## src/rtl/lcd_screen_ctrl.sv

```systemverilog
// lcd_screen_ctrl: screen-buffer controller and write scheduler for a 2x16 character LCD.
//
// Sends the LCD power-up command sequence, then waits CLEAR_WAIT cycles for the clear to
// complete. After that it keeps a 32-character shadow buffer that two requesters update one
// character per cycle, with round-robin arbitration on collisions. Whenever the buffer is
// dirty it streams a full refresh to the LCD byte writer: 0x80, line 1, 0xC0, line 2.
//
// Ports:
//   clk, rst                      clock, asynchronous active-low reset
//   reqN_wr/addr/char, reqN_ack   requester N write port; ack is combinational (grant & wr)
//   out_valid/out_rs/out_byte     byte offered to the LCD writer (rs: 0 command, 1 data)
//   out_ready                     writer takes the byte on an edge where out_valid is high
//   busy                          init or refresh in progress
//   init_done                     power-up sequence complete (sticky until reset)
module lcd_screen_ctrl #(
    parameter int unsigned CLEAR_WAIT = 100000
) (
    input  logic       clk,
    input  logic       rst,
    input  logic       req0_wr,
    input  logic [4:0] req0_addr,
    input  logic [7:0] req0_char,
    output logic       req0_ack,
    input  logic       req1_wr,
    input  logic [4:0] req1_addr,
    input  logic [7:0] req1_char,
    output logic       req1_ack,
    output logic       out_valid,
    output logic       out_rs,
    output logic [7:0] out_byte,
    input  logic       out_ready,
    output logic       busy,
    output logic       init_done
);

    localparam int unsigned CntW = $clog2(CLEAR_WAIT + 1);

    typedef enum logic [2:0] {
        StInit,
        StClrw,
        StIdle,
        StLine1,
        StLine2
    } state_e;

    state_e            state_q, state_d;
    logic [1:0]        init_step_q, init_step_d;
    logic [4:0]        idx_q, idx_d;
    logic [CntW-1:0]   cnt_q, cnt_d;
    logic              dirty_q, dirty_d;
    logic              rr_q, rr_d;      // 1: requester 1 wins the next collision
    logic [7:0]        buf_q [32];
    logic [7:0]        buf_d [32];
    logic              out_valid_q, out_valid_d;
    logic              out_rs_q, out_rs_d;
    logic [7:0]        out_byte_q, out_byte_d;
    logic              busy_q, busy_d;
    logic              init_done_q, init_done_d;

    logic grant0, grant1, wr_any, xfer;

    function automatic logic [7:0] init_cmd(input logic [1:0] step);
        case (step)
            2'd0:    init_cmd = 8'h28;
            2'd1:    init_cmd = 8'h0C;
            2'd2:    init_cmd = 8'h06;
            default: init_cmd = 8'h01;
        endcase
    endfunction

    // Gating with rst keeps acks low while reset is held.
    assign grant0 = rst & req0_wr & (~req1_wr | ~rr_q);
    assign grant1 = rst & req1_wr & (~req0_wr | rr_q);
    assign wr_any = grant0 | grant1;
    assign xfer   = out_valid_q & out_ready;

    assign req0_ack  = grant0;
    assign req1_ack  = grant1;
    assign out_valid = out_valid_q;
    assign out_rs    = out_rs_q;
    assign out_byte  = out_byte_q;
    assign busy      = busy_q;
    assign init_done = init_done_q;

    // Buffer write port and round-robin pointer (only a collision moves the pointer).
    always_comb begin
        buf_d = buf_q;
        if (grant0) begin
            buf_d[req0_addr] = req0_char;
        end else if (grant1) begin
            buf_d[req1_addr] = req1_char;
        end
        rr_d = (req0_wr & req1_wr) ? grant0 : rr_q;
    end

    always_comb begin
        state_d     = state_q;
        init_step_d = init_step_q;
        idx_d       = idx_q;
        cnt_d       = cnt_q;
        out_valid_d = out_valid_q;
        out_rs_d    = out_rs_q;
        out_byte_d  = out_byte_q;
        busy_d      = busy_q;
        init_done_d = init_done_q;
        // A write in the same cycle always wins over a clear, so nothing is lost.
        dirty_d     = dirty_q | wr_any;

        unique case (state_q)
            StInit: begin
                if (!out_valid_q) begin
                    out_valid_d = 1'b1;
                    out_rs_d    = 1'b0;
                    out_byte_d  = init_cmd(init_step_q);
                end else if (out_ready) begin
                    if (init_step_q == 2'd3) begin
                        out_valid_d = 1'b0;
                        cnt_d       = '0;
                        state_d     = StClrw;
                    end else begin
                        init_step_d = init_step_q + 2'd1;
                        out_byte_d  = init_cmd(init_step_q + 2'd1);
                    end
                end
            end
            StClrw: begin
                if (cnt_q == CntW'(CLEAR_WAIT - 1)) begin
                    init_done_d = 1'b1;
                    busy_d      = dirty_d;
                    state_d     = StIdle;
                end else begin
                    cnt_d = cnt_q + 1'b1;
                end
            end
            StIdle: begin
                if (dirty_q) begin
                    dirty_d     = wr_any;
                    out_valid_d = 1'b1;
                    out_rs_d    = 1'b0;
                    out_byte_d  = 8'h80;
                    idx_d       = 5'd0;
                    busy_d      = 1'b1;
                    state_d     = StLine1;
                end
            end
            StLine1: begin
                // out_rs_q low means the line-address command is the byte just taken.
                if (xfer) begin
                    if (!out_rs_q) begin
                        out_rs_d   = 1'b1;
                        out_byte_d = buf_q[idx_q];
                    end else if (idx_q == 5'd15) begin
                        out_rs_d   = 1'b0;
                        out_byte_d = 8'hC0;
                        idx_d      = 5'd16;
                        state_d    = StLine2;
                    end else begin
                        idx_d      = idx_q + 5'd1;
                        out_byte_d = buf_q[idx_q + 5'd1];
                    end
                end
            end
            StLine2: begin
                if (xfer) begin
                    if (!out_rs_q) begin
                        out_rs_d   = 1'b1;
                        out_byte_d = buf_q[idx_q];
                    end else if (idx_q == 5'd31) begin
                        out_valid_d = 1'b0;
                        out_rs_d    = 1'b0;
                        idx_d       = 5'd0;
                        busy_d      = dirty_d;
                        state_d     = StIdle;
                    end else begin
                        idx_d      = idx_q + 5'd1;
                        out_byte_d = buf_q[idx_q + 5'd1];
                    end
                end
            end
            default: begin
                state_d = StInit;
            end
        endcase
    end

    always_ff @(posedge clk or negedge rst) begin
        if (!rst) begin
            state_q     <= StInit;
            init_step_q <= 2'd0;
            idx_q       <= 5'd0;
            cnt_q       <= '0;
            dirty_q     <= 1'b1;
            rr_q        <= 1'b0;
            out_valid_q <= 1'b0;
            out_rs_q    <= 1'b0;
            out_byte_q  <= 8'h00;
            busy_q      <= 1'b1;
            init_done_q <= 1'b0;
            for (int i = 0; i < 32; i++) begin
                buf_q[i] <= 8'h20;
            end
        end else begin
            state_q     <= state_d;
            init_step_q <= init_step_d;
            idx_q       <= idx_d;
            cnt_q       <= cnt_d;
            dirty_q     <= dirty_d;
            rr_q        <= rr_d;
            out_valid_q <= out_valid_d;
            out_rs_q    <= out_rs_d;
            out_byte_q  <= out_byte_d;
            busy_q      <= busy_d;
            init_done_q <= init_done_d;
            for (int i = 0; i < 32; i++) begin
                buf_q[i] <= buf_d[i];
            end
        end
    end

endmodule

```

## config.mk

```make
export PLATFORM = sky130hd
export DESIGN_NAME = lcd_screen_ctrl
export DESIGN_NICKNAME = d
export VERILOG_FILES = /design/src/rtl/lcd_screen_ctrl.sv
export SDC_FILE = /design/constraint.sdc
export NUM_CORES = 1
export LEC_CHECK = 0
export ABC_AREA = 1
export CORE_MARGIN = 8
export CORE_UTILIZATION = 44
export CTS_CLUSTER_SIZE = 40
export DETAILED_ROUTE_END_ITERATION = 8
export PLACE_DENSITY = 0.68
export SETUP_SLACK_MARGIN = 0.4
export SYNTH_ARGS = -nofsm -noshare
export SYNTH_HDL_FRONTEND = slang
export SYNTH_SLANG_ARGS = --single-unit
```

## constraint.sdc

```tcl
create_clock -name clk -period 6.1 [get_ports clk]
set_input_delay 0.915 -clock clk [delete_from_list [all_inputs] [get_ports clk]]
set_output_delay 0.915 -clock clk [all_outputs]
set_load 0.005 [all_outputs]
```

# ---- After elaboration in Yosys (flattened, before gate mapping)
# Cells that the tools add are included.
dict set report op_classes {
  add_sub_neg 3
  magnitude_cmp 6
  eq_ne 28
  muxes 76
  bitwise_logic 18
  reduce_logical 20
}
# operator count
set op_table {}
lappend op_table {{256-bit bitwise mux} 2}
lappend op_table {{256-bit two-way mux} 2}
lappend op_table {{8-bit two-way mux} 16}
lappend op_table {{8-bit binary-select mux with 5-bit select} 2}
lappend op_table {{8-bit demux with 5-bit select} 2}
lappend op_table {{17-bit two-way mux} 4}
lappend op_table {{6-bit case mux with 3 select lines} 2}
lappend op_table {{5-bit two-way mux} 7}
lappend op_table {{17-bit case mux with 2 select lines} 1}
lappend op_table {{3-bit two-way mux} 11}
lappend op_table {{8-bit case mux with 4 select lines} 1}
lappend op_table {{2-bit != test, second input constant} 13}
lappend op_table {{6-bit greater-or-equal comparator, second input constant} 4}
lappend op_table {{5-bit inverter with 6-bit output} 4}
lappend op_table {{1-bit two-way mux} 21}
lappend op_table {{17-bit by 1-bit adder with 17-bit output, second input constant} 1}
lappend op_table {{17-bit == test, second input constant} 1}
lappend op_table {{3-bit case mux with 5 select lines} 1}
lappend op_table {{5-bit case mux with 3 select lines} 1}
lappend op_table {{5-bit AND reduction} 3}
lappend op_table {{6-bit by 1-bit less-than comparator with 1-bit output, second input constant} 2}
lappend op_table {{6-bit AND reduction} 2}
lappend op_table {{11-bit AND reduction} 1}
lappend op_table {{3-bit != test, second input constant} 3}
lappend op_table {{other kinds (23)} 44}
dict set report totals {
  ff_bits 297
  input_bits 31
  output_inout_bits 14
  wordCells 194
}

# ---- Logic depth before layout (Yosys ltp)
dict set report depth {
  word_depth 9
  depth_mapped 15
  ltp_nobuf 13
}

# ---- Worst setup path after synthesis
# Ideal clock, no wire load.
dict set report synth_timing {
  path_kind {input to output}
  from {input req1_wr}
  to {output req0_ack}
  arrival_ns 1.445
  t_required_ns 5.185
  setup_slack_ns 3.740
  stages 4
  path_buffers 2
  path_cell_list {nand2_1 and3_4 buf_4 buf_6}
}
dict set report synth_via {
  elab_chain_len 3
}
# item line
set synth_lines {}
lappend synth_lines {{from (decl)} 24} ;# input logic req1_wr,
lappend synth_lines {{1-bit inverter} 72} ;# assign grant0 = rst & req0_wr & (~req1_wr | ~rr_q);
lappend synth_lines {{1-bit bitwise OR} 72}
lappend synth_lines {{1-bit AND} 72}
lappend synth_lines {{to (decl)} 23} ;# output logic req0_ack,
# Every way passes these cells.

# ---- Worst setup path after layout
dict set report layout_timing {
  from {input req0_wr}
  to {register buf_q[224] (netlist name)}
}
dict set report layout_via {
  elab_chain_len 4
  word_cells_on_any_way 7
  cone_classes {mux (1); bitwise (5); reduce/logical (1)}
}
# item line
set layout_lines {}
lappend layout_lines {{from (decl)} 20} ;# input logic req0_wr,
lappend layout_lines {{1-bit inverter} 73} ;# assign grant1 = rst & req1_wr & (~req0_wr | rr_q);
lappend layout_lines {{1-bit bitwise OR} 73}
lappend layout_lines {{1-bit AND} 73}
lappend layout_lines {{2-bit nonzero test (no source line)} n/a}
lappend layout_lines {{to (signal, indexed assignment)} 215} ;# buf_q[i] <= buf_d[i];
lappend layout_lines {{to (decl)} 52} ;# logic [7:0] buf_q [32];
# Several ways; a longest one is shown, not always the timed one.
# A chain may end at the register's enable or synchronous reset.

==> results_dict.tcl <==
set metrics [dict create \
    status "completed" \
    grt_pass1_wl_um 123000 \
    htreeDepth 2 \
    skew_ns 0.0132 \
    use_met3_pct 7.43 \
    start_util_pct 44.3 \
    setup_viol 0 \
    finalWirelength_um 82300 \
    grt_max_degree 87 \
    nFillCells 4505 \
    p_sw_share_pct 43.6 \
    synth-compound-area-share_pct 27.5 \
    dieArea_um2 52600 \
    die_y_um 229 \
    yosys_most_used_dff "dfrtp_1" \
    stdcell_area_um2 21900 \
    nNetsFinal 2760 \
    antenna_left 0 \
    hold_buffers 0 \
    final-seq-area_um2 7480 \
    netlist_instances 2783 \
    placed_area_um2 20600 \
    p_leak_nw 8.73 \
    wl_per_cell_um 24.6 \
    clkTransAtPathRegs_ns 0.06 \
    muxShareOfSynthArea_pct 1.24 \
    pwr-share-seq_pct 31.4 \
    post_cts_buffers 0 \
    power_frac_clock_pct 27.2 \
    syn-num-nets 2822 \
    start_kind "input port" \
    yosys.area_share.simple_pct 22.3 \
    yosysSeqAreaShare_pct 37.4 \
    fin_tns_setup_ns 0 \
    cts_resized 0 \
    crit_required_ns 6.59 \
    synthDistinctLibCells 50 \
    synthXorXnorAreaFrac_pct 0.613 \
    cts_tree "done" \
    rsz0062_at_grt "no" \
    crit_type "in2reg" \
    io_buffers 44 \
    syn_area_um2 20000 \
    multi_input_area_um2 10500 \
    cp_max_fo 36 \
    yosys_warnings 0 \
    hold_path_class "in2async" \
    ys_async_sr_fraction_pct 100 \
    die_w_um 229 \
    post_drt_via_cell_ratio 6.31 \
    layout_setup_ws_ns 2.19 \
    clockBufferDepth 3 \
    numCtsBuffers 39 \
    antenna_cells 0 \
    slew_headroom_pct 19.9 \
    hold_viol_final 0 \
    pwr-share-comb_pct 41.4 \
    grt_pass1_vias 19876 \
    synth_seq_cells 297 \
    clock-sinks 297 \
    cap_violations 0 \
    synthTopCellsByArea "dfrtp_1 (33%), nand2_1 (11%), o21ai_0 (8.1%)" \
    dp_hpwl_um 53100 \
    ios 45 \
    drt_pass1_iterations 7 \
    coreArea_um2 45200 \
    gr-max-usage-layer "met2" \
    layout_common_cells "nand2_1 (570), o21ai_0 (324), dfrtp_1 (262)" \
    layout_commonest_cell "nand2_1" \
    gr-usage-met1_pct 40.1 \
    fmax_mhz 256 \
    post-route-drc-count 0 \
    worst_pin_slew_ns 1.20 \
    vias 21151 \
    p_sw_mw 3.81 \
    synth_edf_count 0 \
    synth_top_cell_area_share_pct 32.9 \
    grt.met2_usage_pct 45.5 \
    syn_area_per_cell_um2 7.19 \
    place_ws_ns 1.74 \
    endpoint_kind "flop" \
    rows 78 \
    synth_fa_ha_area_share_pct 0.500 \
    period_share_pct 64.1 \
    period_minus_slack_ns 3.91 \
    synth_top_family_by_area "compound AO/OA/AOI/OAI gates" \
    clk_root_buffer_cell "clkbuf_16" \
    drt-initial-drc-count 3186 \
    p_per_area_nw_per_um2 400 \
    grt_antenna_before_repair 2 \
    synth_top_area_cell "dfrtp_1" \
    cp.arrival_ns 4.40 \
    p_int_mw 4.94 \
    track_usage_pct 30.4 \
    insertion_delay_ns 0.57 \
    drive_gt1_share_pct 10.1 \
    irDropWorstVdd_mv 0.230 \
    drv_slew 0 \
    place_congestion 1.02 \
    grt_overflow 0 \
    area_delta_synth_final_pct 9.20 \
]
flip-flops by register name (all words and copies together) (netlist names):
register	count
buf_q	256
cnt_q	17
out_byte	8
idx_q	5
state_q	3
init_step_q	2
busy	1
dirty_q	1
init_done	1
out_rs	1
out_valid	1
rr_q	1
power groups by stage:
stage | registers (mW) | clock network [mW] | logic [mW]
finish | 2.75 | 2.38 | 3.62
global route | 2.80 | 2.46 | 3.93
CTS | 2.74 | 2.39 | 3.52
detailed placement | 2.77 | 0 | 3.51
global placement | 2.75 | 0 | 3.46
floorplan | 2.66 | 0 | 2.42
worst max-delay path, stage by stage:
cell             delay [ns]
clkdlybuf4s50_1        0.48
and3_4                 0.36
inv_4                  0.74
nand2_2                0.65
inv_1                  0.84
a22oi_1                0.15
o21ai_0                0.19
layer usage:
metal,wire length (um),vias to the layer above
li1,-,9429
met1,32200,9947
met2,35200,1426
met3,9890,345
met4,4960,4
met5,31,-
cells by family (layout without fill, tap and decap cells):
logic type / count (synthesis) / count (layout)
XOR/XNOR: 14 / 14
multiplexers: 22 / 22
buffers and inverters: 491 / 458
flip-flops: 297 / 297
adder cells (fa/ha/maj): 8 / 8
AO/OA/AOI/OAI: 900 / 900
AND/OR/NAND/NOR: 1051 / 1051
path summary, 6_finish.rpt:
check	startpoint	end	slack (ns)	cells after the start
setup / recovery	req0_wr	buf_q[224]	2.19	7
hold / removal	rst	buf_q[185]	0.26	1
setup reg to reg	idx_q[0]	out_byte[1]	2.27	10
hold reg to reg	out_byte[4]	out_byte[4]	0.48	2
max in group asynchronous	rst	buf_q[41]	3.61	3
min in group clk	out_byte[4]	out_byte[4]	0.48	2
final cells by class:
cell class                 instances  area share (%)
multi-input combinational       1995            47.9
sequential                       297            34.2
clock buffer                      61            5.63
inverter                         314            5.42
tap                              600            3.44
timing repair buffer              74            3.07
clock inverter                     9           0.321
per-stage QoR:
| stage | hold slack (ns) | util (%) | total power, mW | instances |
|---|---|---|---|---|
| after floorplan | 0.453 | - | 5.08 | 2783 |
| after global placement | 0.450 | 45.5 | 6.21 | 3280 |
| after detailed placement | 0.460 | 45.5 | 6.28 | 3280 |
| after CTS | 0.296 | 48.4 | 8.65 | 3350 |
| after global routing | 0.314 | 48.4 | 9.19 | 3350 |
| final | 0.261 | 48.4 | 8.75 | 3350 |
cell usage after synthesis (34+ instances only):
cell type	number
nand2_1	573
o21ai_0	324
dfrtp_1	263
inv_1	245
nand3_1	242
a21oi_1	197
o22ai_1	187
nor2_1	180
buf_2	92
a22oi_1	69
o211ai_1	54
inv_2	51
clkbuf_1	49
dfstp_2	34
No activity file was read; power rests on OpenSTA's default activity.
